--- src/rtl/bsg_fifo_1r1w_small_width_p10_els_p4_pkg.sv ---
// Shared constants and a width helper for the 4-entry, 10-bit small FIFO.
package bsg_fifo_1r1w_small_width_p10_els_p4_pkg;

  localparam int default_width_lp = 10;
  localparam int default_els_lp   = 4;

  // Never returns 0, so a 1-entry build still gets a 1-bit pointer.
  function automatic int safe_clog2(input int n);
    int r;
    r = $clog2(n);
    return (r < 1) ? 1 : r;
  endfunction

endpackage

--- src/rtl/bsg_fifo_1r1w_small_width_p10_els_p4_reg.sv ---
// Synchronous-reset, enable-gated storage register; reset only lands when en_i is high.
module bsg_fifo_1r1w_small_width_p10_els_p4_reg #(
  parameter int width_p = 10
) (
  input  logic               clock_i,
  input  logic               reset_i,
  input  logic               en_i,
  input  logic [width_p-1:0] data_i,
  output logic [width_p-1:0] data_o
);

  logic [width_p-1:0] data_reg;

  always_ff @(posedge clock_i) begin
    if (en_i) begin
      data_reg <= reset_i ? '0 : data_i;
    end
  end

  assign data_o = data_reg;

endmodule

--- src/rtl/bsg_fifo_1r1w_small_width_p10_els_p4.sv ---
// Four-entry valid/ready in, valid/yumi out FIFO with registered head word and no bypass.
module bsg_fifo_1r1w_small_width_p10_els_p4
  import bsg_fifo_1r1w_small_width_p10_els_p4_pkg::*;
#(
  parameter int width_p = default_width_lp,
  parameter int els_p   = default_els_lp
) (
  input  logic               clock_i,
  input  logic               reset_i,
  input  logic               v_i,
  input  logic [width_p-1:0] data_i,
  output logic               ready_o,
  output logic               v_o,
  output logic [width_p-1:0] data_o,
  input  logic               yumi_i
);

  localparam int ptr_w_lp   = safe_clog2(els_p);
  localparam int count_w_lp = ptr_w_lp + 1;

  logic [ptr_w_lp-1:0]   wptr_reg;
  logic [ptr_w_lp-1:0]   rptr_reg;
  logic [count_w_lp-1:0] count_reg;

  logic full, empty, enq, deq;
  logic [width_p-1:0] entry_data [els_p];

  assign full    = (count_reg == count_w_lp'(els_p));
  assign empty   = (count_reg == '0);
  assign ready_o = ~full & ~reset_i;
  assign v_o     = ~empty;

  // ready_o already masks reset; deq is killed explicitly so reset wins.
  assign enq = v_i & ready_o;
  assign deq = yumi_i & v_o & ~reset_i;

  for (genvar gi = 0; gi < els_p; gi++) begin : entry_gen
    logic entry_en;
    assign entry_en = reset_i | (enq & (wptr_reg == ptr_w_lp'(gi)));

    bsg_fifo_1r1w_small_width_p10_els_p4_reg #(
      .width_p(width_p)
    ) entry_reg (
      .clock_i(clock_i),
      .reset_i(reset_i),
      .en_i   (entry_en),
      .data_i (data_i),
      .data_o (entry_data[gi])
    );
  end

  always_ff @(posedge clock_i) begin
    if (reset_i) begin
      wptr_reg  <= '0;
      rptr_reg  <= '0;
      count_reg <= '0;
    end else begin
      if (enq) wptr_reg <= wptr_reg + 1'b1;
      if (deq) rptr_reg <= rptr_reg + 1'b1;
      if (enq & ~deq)      count_reg <= count_reg + 1'b1;
      else if (deq & ~enq) count_reg <= count_reg - 1'b1;
    end
  end

  assign data_o = entry_data[rptr_reg];

endmodule

--- config.mk ---
export PLATFORM = sky130hd
export DESIGN_NAME = bsg_fifo_1r1w_small_width_p10_els_p4
export DESIGN_NICKNAME = d
export VERILOG_FILES = /design/src/rtl/bsg_fifo_1r1w_small_width_p10_els_p4_pkg.sv /design/src/rtl/bsg_fifo_1r1w_small_width_p10_els_p4_reg.sv /design/src/rtl/bsg_fifo_1r1w_small_width_p10_els_p4.sv
export SDC_FILE = /design/constraint.sdc
export NUM_CORES = 1
export LEC_CHECK = 0
export CAP_MARGIN = 20
export CORE_MARGIN = 5
export CORE_UTILIZATION = 42
export CTS_BUF_LIST = sky130_fd_sc_hd__clkbuf_4
export CTS_CLUSTER_SIZE = 24
export DETAILED_ROUTE_END_ITERATION = 8
export PLACE_DENSITY = 0.6
export SYNTH_ARGS = -nofsm -noshare
export SYNTH_HDL_FRONTEND = slang
export SYNTH_HIERARCHICAL = 1
export SYNTH_SLANG_ARGS = --single-unit
--- constraint.sdc ---
create_clock -name clock_i -period 6.8 [get_ports clock_i]
set_input_delay 1.36 -clock clock_i [delete_from_list [all_inputs] [get_ports clock_i]]
set_output_delay 1.36 -clock clock_i [all_outputs]
set_load 0.05 [all_outputs]
### Word-level counts from Yosys, hierarchy flattened

Cells that the tools add are included.

| word-level totals | value |
|---|---|
| logic and storage cells | 45 |
| bits of input ports | 14 |
| flip-flop bits (word level) | 47 |

| operators by class | value |
|---|---|
| muxes and demuxes | 6 |
| $lt $le $gt $ge | 1 |
| equal/unequal tests | 4 |
| $add $sub $neg | 4 |
| reductions and logical operators | 3 |
| bitwise operators | 20 |

Operator list:

| operator | number |
|---|---|
| 10-bit 2-to-1 mux | 3 |
| 10-bit binary-select mux with 2-bit select | 1 |
| 1-bit bitwise AND | 10 |
| 3-bit 2-to-1 mux | 2 |
| 1-bit NOT | 5 |
| 2-bit by 1-bit adder with 2-bit output (second input constant) | 2 |
| 2-bit == test (second input constant) | 2 |
| 1-bit OR | 4 |
| 3-bit by 1-bit adder with 3-bit output (second input constant) | 1 |
| 3-bit == test (second input constant) | 1 |
| 3-bit greater-or-equal comparator (second input constant) | 1 |
| 3-bit zero test | 1 |
| 2-bit NOT with 3-bit output | 1 |
| 3-bit by 1-bit subtractor with 3-bit output (second input constant) | 1 |
| 2-bit by 1-bit == test with 1-bit output (second input constant) | 1 |
| 2-bit zero test | 1 |
| 2-bit nonzero test | 1 |

### Depth between registers and ports, before layout

Gate-level depths: netlist of the first run.

| depth | value |
|---|---|
| word-level depth | 8 |
| mapped depth | 8 |

### Hierarchy

The synthesis of the first run kept the hierarchy.

Modules (own cells, without submodules):

| module | instances | cells an instance | area an instance (sq um) |
|---|---|---|---|
| bsg_fifo_1r1w_small_width_p10_els_p4_reg | 4 | 20 | 362.8 |
| bsg_fifo_1r1w_small_width_p10_els_p4 | 1 | 56 | 688.2 |

### Least setup slack after synthesis of the first run

OpenSTA, ideal clock, no wires.

| path | value |
|---|---|
| path kind | input-to-output |
| from | input port reset_i |
| to | output port ready_o |
| data arrival time | 2.217 ns |
| slack | 3.223 ns |
| stages on the path | 2 |
| path through | clkbuf_1 -> nor2_1 |

| between the ends | value |
|---|---|
| word-level cells in the longest chain between the ends | 2 |

RTL lines:

| what | RTL line | source |
|---|---|---|
| start, declared | bsg_fifo_1r1w_small_width_p10_els_p4.sv:9 | `input logic reset_i,` |
| 1-bit NOT | bsg_fifo_1r1w_small_width_p10_els_p4.sv:30 | `assign ready_o = ~full & ~reset_i;` |
| 1-bit bitwise AND | bsg_fifo_1r1w_small_width_p10_els_p4.sv:30 |  |
| end, declared | bsg_fifo_1r1w_small_width_p10_els_p4.sv:12 | `output logic ready_o,` |

No other way between the ends.

### Final worst setup path of the first run

Ends and elaborated chain as after synthesis.

==> results of run 1 <==
==> metal layers <==
layer	GRT usage [%]	wire length, um	vias to the layer above	share of wire, %
met5	0	0	-	0
met4	4.05	55	0	1.5
met3	4.10	168	6	4.7
met2	20.1	1760	19	50
met1	14.2	1570	561	44
li1	-	-	556	-
==> cell type report <==
| class | count | area, um^2 |
|---|---|---|
| clock buffer | 6 | 45.0 |
| sequential | 47 | 1340 |
| fill | 449 | 2480 |
| tap | 70 | 87.6 |
| clock inverter | 2 | 60.1 |
| multi-input combinational | 83 | 771 |
| inverter | 3 | 11.3 |
| timing repair buffer | 25 | 245 |
==> kinds of logic (layout without fill, tap and decap cells) <==
family | after synthesis | count (layout)
buffers and inverters | 6 | 36
and+or+nand+nor | 52 | 52
AOI/OAI and AO/OA | 8 | 8
xor gates and xnor gates | 4 | 4
muxes | 13 | 13
adders and majority gates | 6 | 6
DFF | 47 | 47
==> metrics by stage <==
stage / util [%] / area [um^2] / hold slack (ps) / power, mW / std cells
global placement: 48.7 / 2460 / 495 / 0.702 / 228
CTS: 50.8 / 2560 / 542 / 0.917 / 236
detailed placement: 48.7 / 2460 / 516 / 0.710 / 228
finish: 50.8 / 2560 / 542 / 0.901 / 236
global route: 50.8 / 2560 / 565 / 0.946 / 236
floorplan: - / 2140 / 475 / 0.615 / 136
==> Yosys cell counts (all sizes together) <==
cell type	count	area share [%]
edfxtp	40	56
nor2b	40	12
mux4	10	11
dfxtp	7	6.5
nor2	6	1.1
ha	5	2.9
a21o	4	1.6
xor2	4	1.6
inv	3	0.53
buf	2	0.58
mux2i	2	0.94
nor3b	2	1.5
or3	2	0.70
a21oi	1	0.23
clkbuf	1	0.18
fa	1	0.94
mux2	1	0.70
nand2b	1	0.29
o21ai	1	0.23
o311ai	1	0.41
o31ai	1	0.35
or2	1	0.29
==> power groups by stage <==
stage | sequential (mW) | clock [mW] | combinational (mW)
after floorplan | 0.375 | 0 | 0.240
after global placement | 0.399 | 0 | 0.303
after detailed placement | 0.402 | 0 | 0.308
after CTS | 0.396 | 0.212 | 0.309
after global routing | 0.402 | 0.221 | 0.323
final | 0.392 | 0.204 | 0.305
==> worst max-delay path, stage by stage <==
cell	delay [ps]
buf_2	680
nor2_1	110
clkdlybuf4s50_1	730
==> worst paths after layout <==
kind | start | end | slack (ps) | depth (start not counted)
setup / recovery | reset_i | ready_o | 2550 | 3
hold / removal | count_reg[2] | count_reg[2] | 540 | 2
setup reg to reg | count_reg[0] | count_reg[2] | 4380 | 8
hold reg to reg | count_reg[2] | count_reg[2] | 540 | 2
==> flow_summary.yaml, run 1 <==
grt:
  antenna_found_initial: 0
  grt_max_degree: 55
  track_usage_pct: 12.0
  grt_overflow: 0
  grt_pass1_wl_mm: 5.71
  grt_pass1_vias: 1181
worst_setup_path:
  path_max_fanout: 54
  arrival_ps: 2890
  cp.required_ps: 5440
  end_kind: "output port"
  start_kind: "input pin"
  worstSetupPathType: "in -> out"
power_and_ir_drop:
  power.share.switching_pct: 33.2
  p_int_uw: 602
  netSwitchingPower_uw: 299
  pwr-share-seq_pct: 43.5
  ir_drop_mv: 0.191
  p_leak_nw: 0.910
  power_frac_comb_pct: 33.8
  powerDensity_nw_per_um2: 352
  power_frac_clock_pct: 22.7
logic_synthesis:
  synth-compound-area-share_pct: 2.87
  synth-seq-cells: 47
  synthAdderAreaFrac_pct: 3.86
  yosys_warnings: 6
  syn-num-nets: 156
  synth_mux_area_share_pct: 12.2
  synth_area_um2: 2140
  synth_xor_area_share_pct: 1.64
  synthCells: 136
  synth_top_family_by_area: "simple AND/OR/NAND/NOR gates"
  synth_area_per_cell_um2: 15.7
  synth-simple-area-share_pct: 15.5
  ys_seq_area_share_pct: 62.7
  synth_cell_type_count: 24
clock_tree:
  hold_buffers: 0
  clock-sinks: 47
  cts_tree: "done"
  post-cts-setup-buffers: 0
  htree_num_levels: 2
  worst_skew_pair.late_latency_ps: 350
  clock_path_buffers: 2
  path_clk_slew_ps: 130
  cts.repair.resized: 0
  root_buffer: "clkbuf_4"
  cts_buffers: 5
placement:
  portBuffers: 25
  place_ws_ps: 2520
  hpwl_mm: 2.26
  gp_congestion: 0.734
timing:
  fin_crit_sh_pct: 62.5
  setup-tns-final_ps: 0
  fmaxAchievable_mhz: 235
  hold_viol_final: 0
  slew_viol_final: 0
  max_slew_margin_pct: 39.3
  tightestPinTransition_ps: 911
  final.setup_skew_ps: 12.2
  setup_violations: 0
  rsz0062_at_grt: "no"
  fin_crit_ps: 4250
  worst_slack_ps: 2550
route:
  vias_per_cell: 4.84
  drt_wl_total_mm: 3.56
  antenna_left: 0
  drt-pass1-iter-count: 4
  drc_errors: 0
  vias: 1142
  routedWlPerCell_um: 15.1
  drtIter0Drc: 78
run_status:
  status: "finished clean"
floorplan:
  io_pins: 26
  rows: 26
  chipWidth_um: 81.4
  die_y_um: 81.4
  start_util_pct: 42.4
  die-area_um2: 6620
  core_area_um2: 5040
hold_path:
  hold_path.class: "reg -> reg"
cells_and_area:
  area_growth_pct: 19.7
  mostFrequentLayoutCells: "nor2b_1 (40), edfxtp_1 (40), clkdlybuf4s50_1 (24)"
  fin_nets: 185
  largest_register_ffs: 40
  drive_gt1_share_pct: 17.5
  num_antenna_cells: 0
job:
  drv_cap: 0
No activity file was read; power rests on OpenSTA's default activity.
==> inputs of run 2 (changes only) <==
--- a/config.mk
+++ b/config.mk
@@ -11,7 +11,7 @@
 export CTS_BUF_LIST = sky130_fd_sc_hd__clkbuf_4
 export CTS_CLUSTER_SIZE = 24
 export DETAILED_ROUTE_END_ITERATION = 8
-export PLACE_DENSITY = 0.6
+export PLACE_DENSITY = 0.62
 export SYNTH_ARGS = -nofsm -noshare
 export SYNTH_HDL_FRONTEND = slang
 export SYNTH_HIERARCHICAL = 1
==> constraint.sdc (replaced) <==
create_clock -name clock_i -period 3.81 [get_ports clock_i]
set_input_delay 0.762 -clock clock_i [delete_from_list [all_inputs] [get_ports clock_i]]
set_output_delay 0.762 -clock clock_i [all_outputs]
set_load 0.05 [all_outputs]
==> flow_summary.yaml, run 2 (same netlist as run 1, synthesis figures left out) <==
clock_tree:
  htree_num_levels: 2
  cts.repair.resized: 0
  cts_buffers: 5
  worst_skew_pair.late_latency_ps: 360
  post-cts-setup-buffers: 0
  cts_tree: "done"
  clock-sinks: 47
  root_buffer: "clkbuf_4"
  clock_path_buffers: 2
  path_clk_slew_ps: 120
  hold_buffers: 0
grt:
  grt_pass1_wl_mm: 5.89
  grt_overflow: 0
  grt_pass1_vias: 1247
  track_usage_pct: 12.2
  antenna_found_initial: 0
  grt_max_degree: 35
worst_setup_path:
  start_kind: "flop"
  crit_chain: "buf_4, mux4_2, clkdlybuf4s50_1"
  crit_buf_inv: 2
  end_kind: "output port"
  cp.required_ps: 3050
  cp_top_family: "buffers and inverters"
  arrival_ps: 2420
  slowest_stage: "clkdlybuf4s50_1"
  worstSetupPathType: "reg -> out"
  cpPeakStageDelay_ps: 710
  path_max_fanout: 7
floorplan:
  die_y_um: 81.4
  io_pins: 26
  core_area_um2: 5040
  start_util_pct: 42.4
  rows: 26
  die-area_um2: 6620
  chipWidth_um: 81.4
route:
  antenna_left: 0
  drt_wl_total_mm: 3.65
  routedWlPerCell_um: 15.3
  drt-pass1-iter-count: 2
  drc_errors: 0
  drtIter0Drc: 49
  vias: 1151
  vias_per_cell: 4.84
hold_path:
  hold_path.class: "reg -> reg"
cells_and_area:
  largest_register_ffs: 40
  fin_nets: 187
  mostFrequentLayoutCells: "nor2b_1 (40), edfxtp_1 (40), clkdlybuf4s50_1 (24)"
  drive_gt1_share_pct: 17.9
  num_antenna_cells: 0
  area_growth_pct: 19.1
timing:
  worst_slack_ps: 631
  tightestPinTransition_ps: 609
  fin_crit_sh_pct: 83.4
  max_slew_margin_pct: 59.4
  fin_crit_ps: 3180
  setup-tns-final_ps: 0
  hold_viol_final: 0
  rsz0062_at_grt: "no"
  final.setup_skew_ps: 12.7
  slew_viol_final: 0
  setup_violations: 0
  fmaxAchievable_mhz: 315
  timing.hold.ws_ps: 540
run_status:
  status: "finished clean"
power_and_ir_drop:
  ir_drop_mv: 0.343
  powerDensity_nw_per_um2: 607
  p_leak_nw: 0.907
placement:
  place_ws_ps: 775
  portBuffers: 25
  gp_congestion: 0.741
  hpwl_mm: 2.45
job:
  drv_cap: 0
run 2: report_power, final:
| group | switching [mW] | internal [mW] |
|---|---|---|
| Combinational | 0.328 | 0.245 |
| Clock | 0.154 | 0.135 |
| Sequential | 0.0577 | 0.626 |
| Total | 0.540 | 1.01 |
run 2: worst paths after layout:
check	startpoint	endpoint	slack, ps	depth (start not counted)
worst max-delay path	rptr_reg[0]	data_o[4]	630	3
worst min-delay path	wptr_reg[0]	wptr_reg[0]	540	2
worst max register to register	count_reg[0]	count_reg[2]	1400	8
worst min register to register	wptr_reg[0]	wptr_reg[0]	540	2
run 2: worst register-to-register path: cells and delay by family, from the launching register on:
kind                       cells  cell delay [ps]
buffers and inverters          1               60
xor gates and xnor gates       1              160
DFF                            1              490
adders and majority gates      2              620
AOI/OAI and AO/OA              1              140
and+or+nand+nor                3              870
run 2: cell type report:
class	count	area [um^2]
Fill cell	470	2490
Inverter	3	11.3
Clock buffer	5	37.5
Tap cell	70	87.6
Multi-Input combinational cell	83	771
Sequential cell	47	1340
Timing Repair Buffer	27	260
Clock inverter	3	38.8
run 2: layer usage:
metal | track usage, % | vias up | share of wire (%)
li1 | - | 556 | -
met4 | 4.05 | 0 | 0.58
met2 | 21.7 | 24 | 52
met3 | 3.55 | 2 | 4.6
met1 | 14.1 | 569 | 43
met5 | 0 | - | 0
run 2: metrics by stage:
stage | power [mW] | cell area (um^2) | cells | utilization [%]
global placement | 1.26 | 2470 | 230 | 49.0
finish | 1.55 | 2550 | 238 | 50.5
floorplan | 1.10 | 2140 | 136 | -
global route | 1.62 | 2550 | 238 | 50.5
CTS | 1.57 | 2550 | 238 | 50.5
detailed placement | 1.28 | 2470 | 230 | 49.0
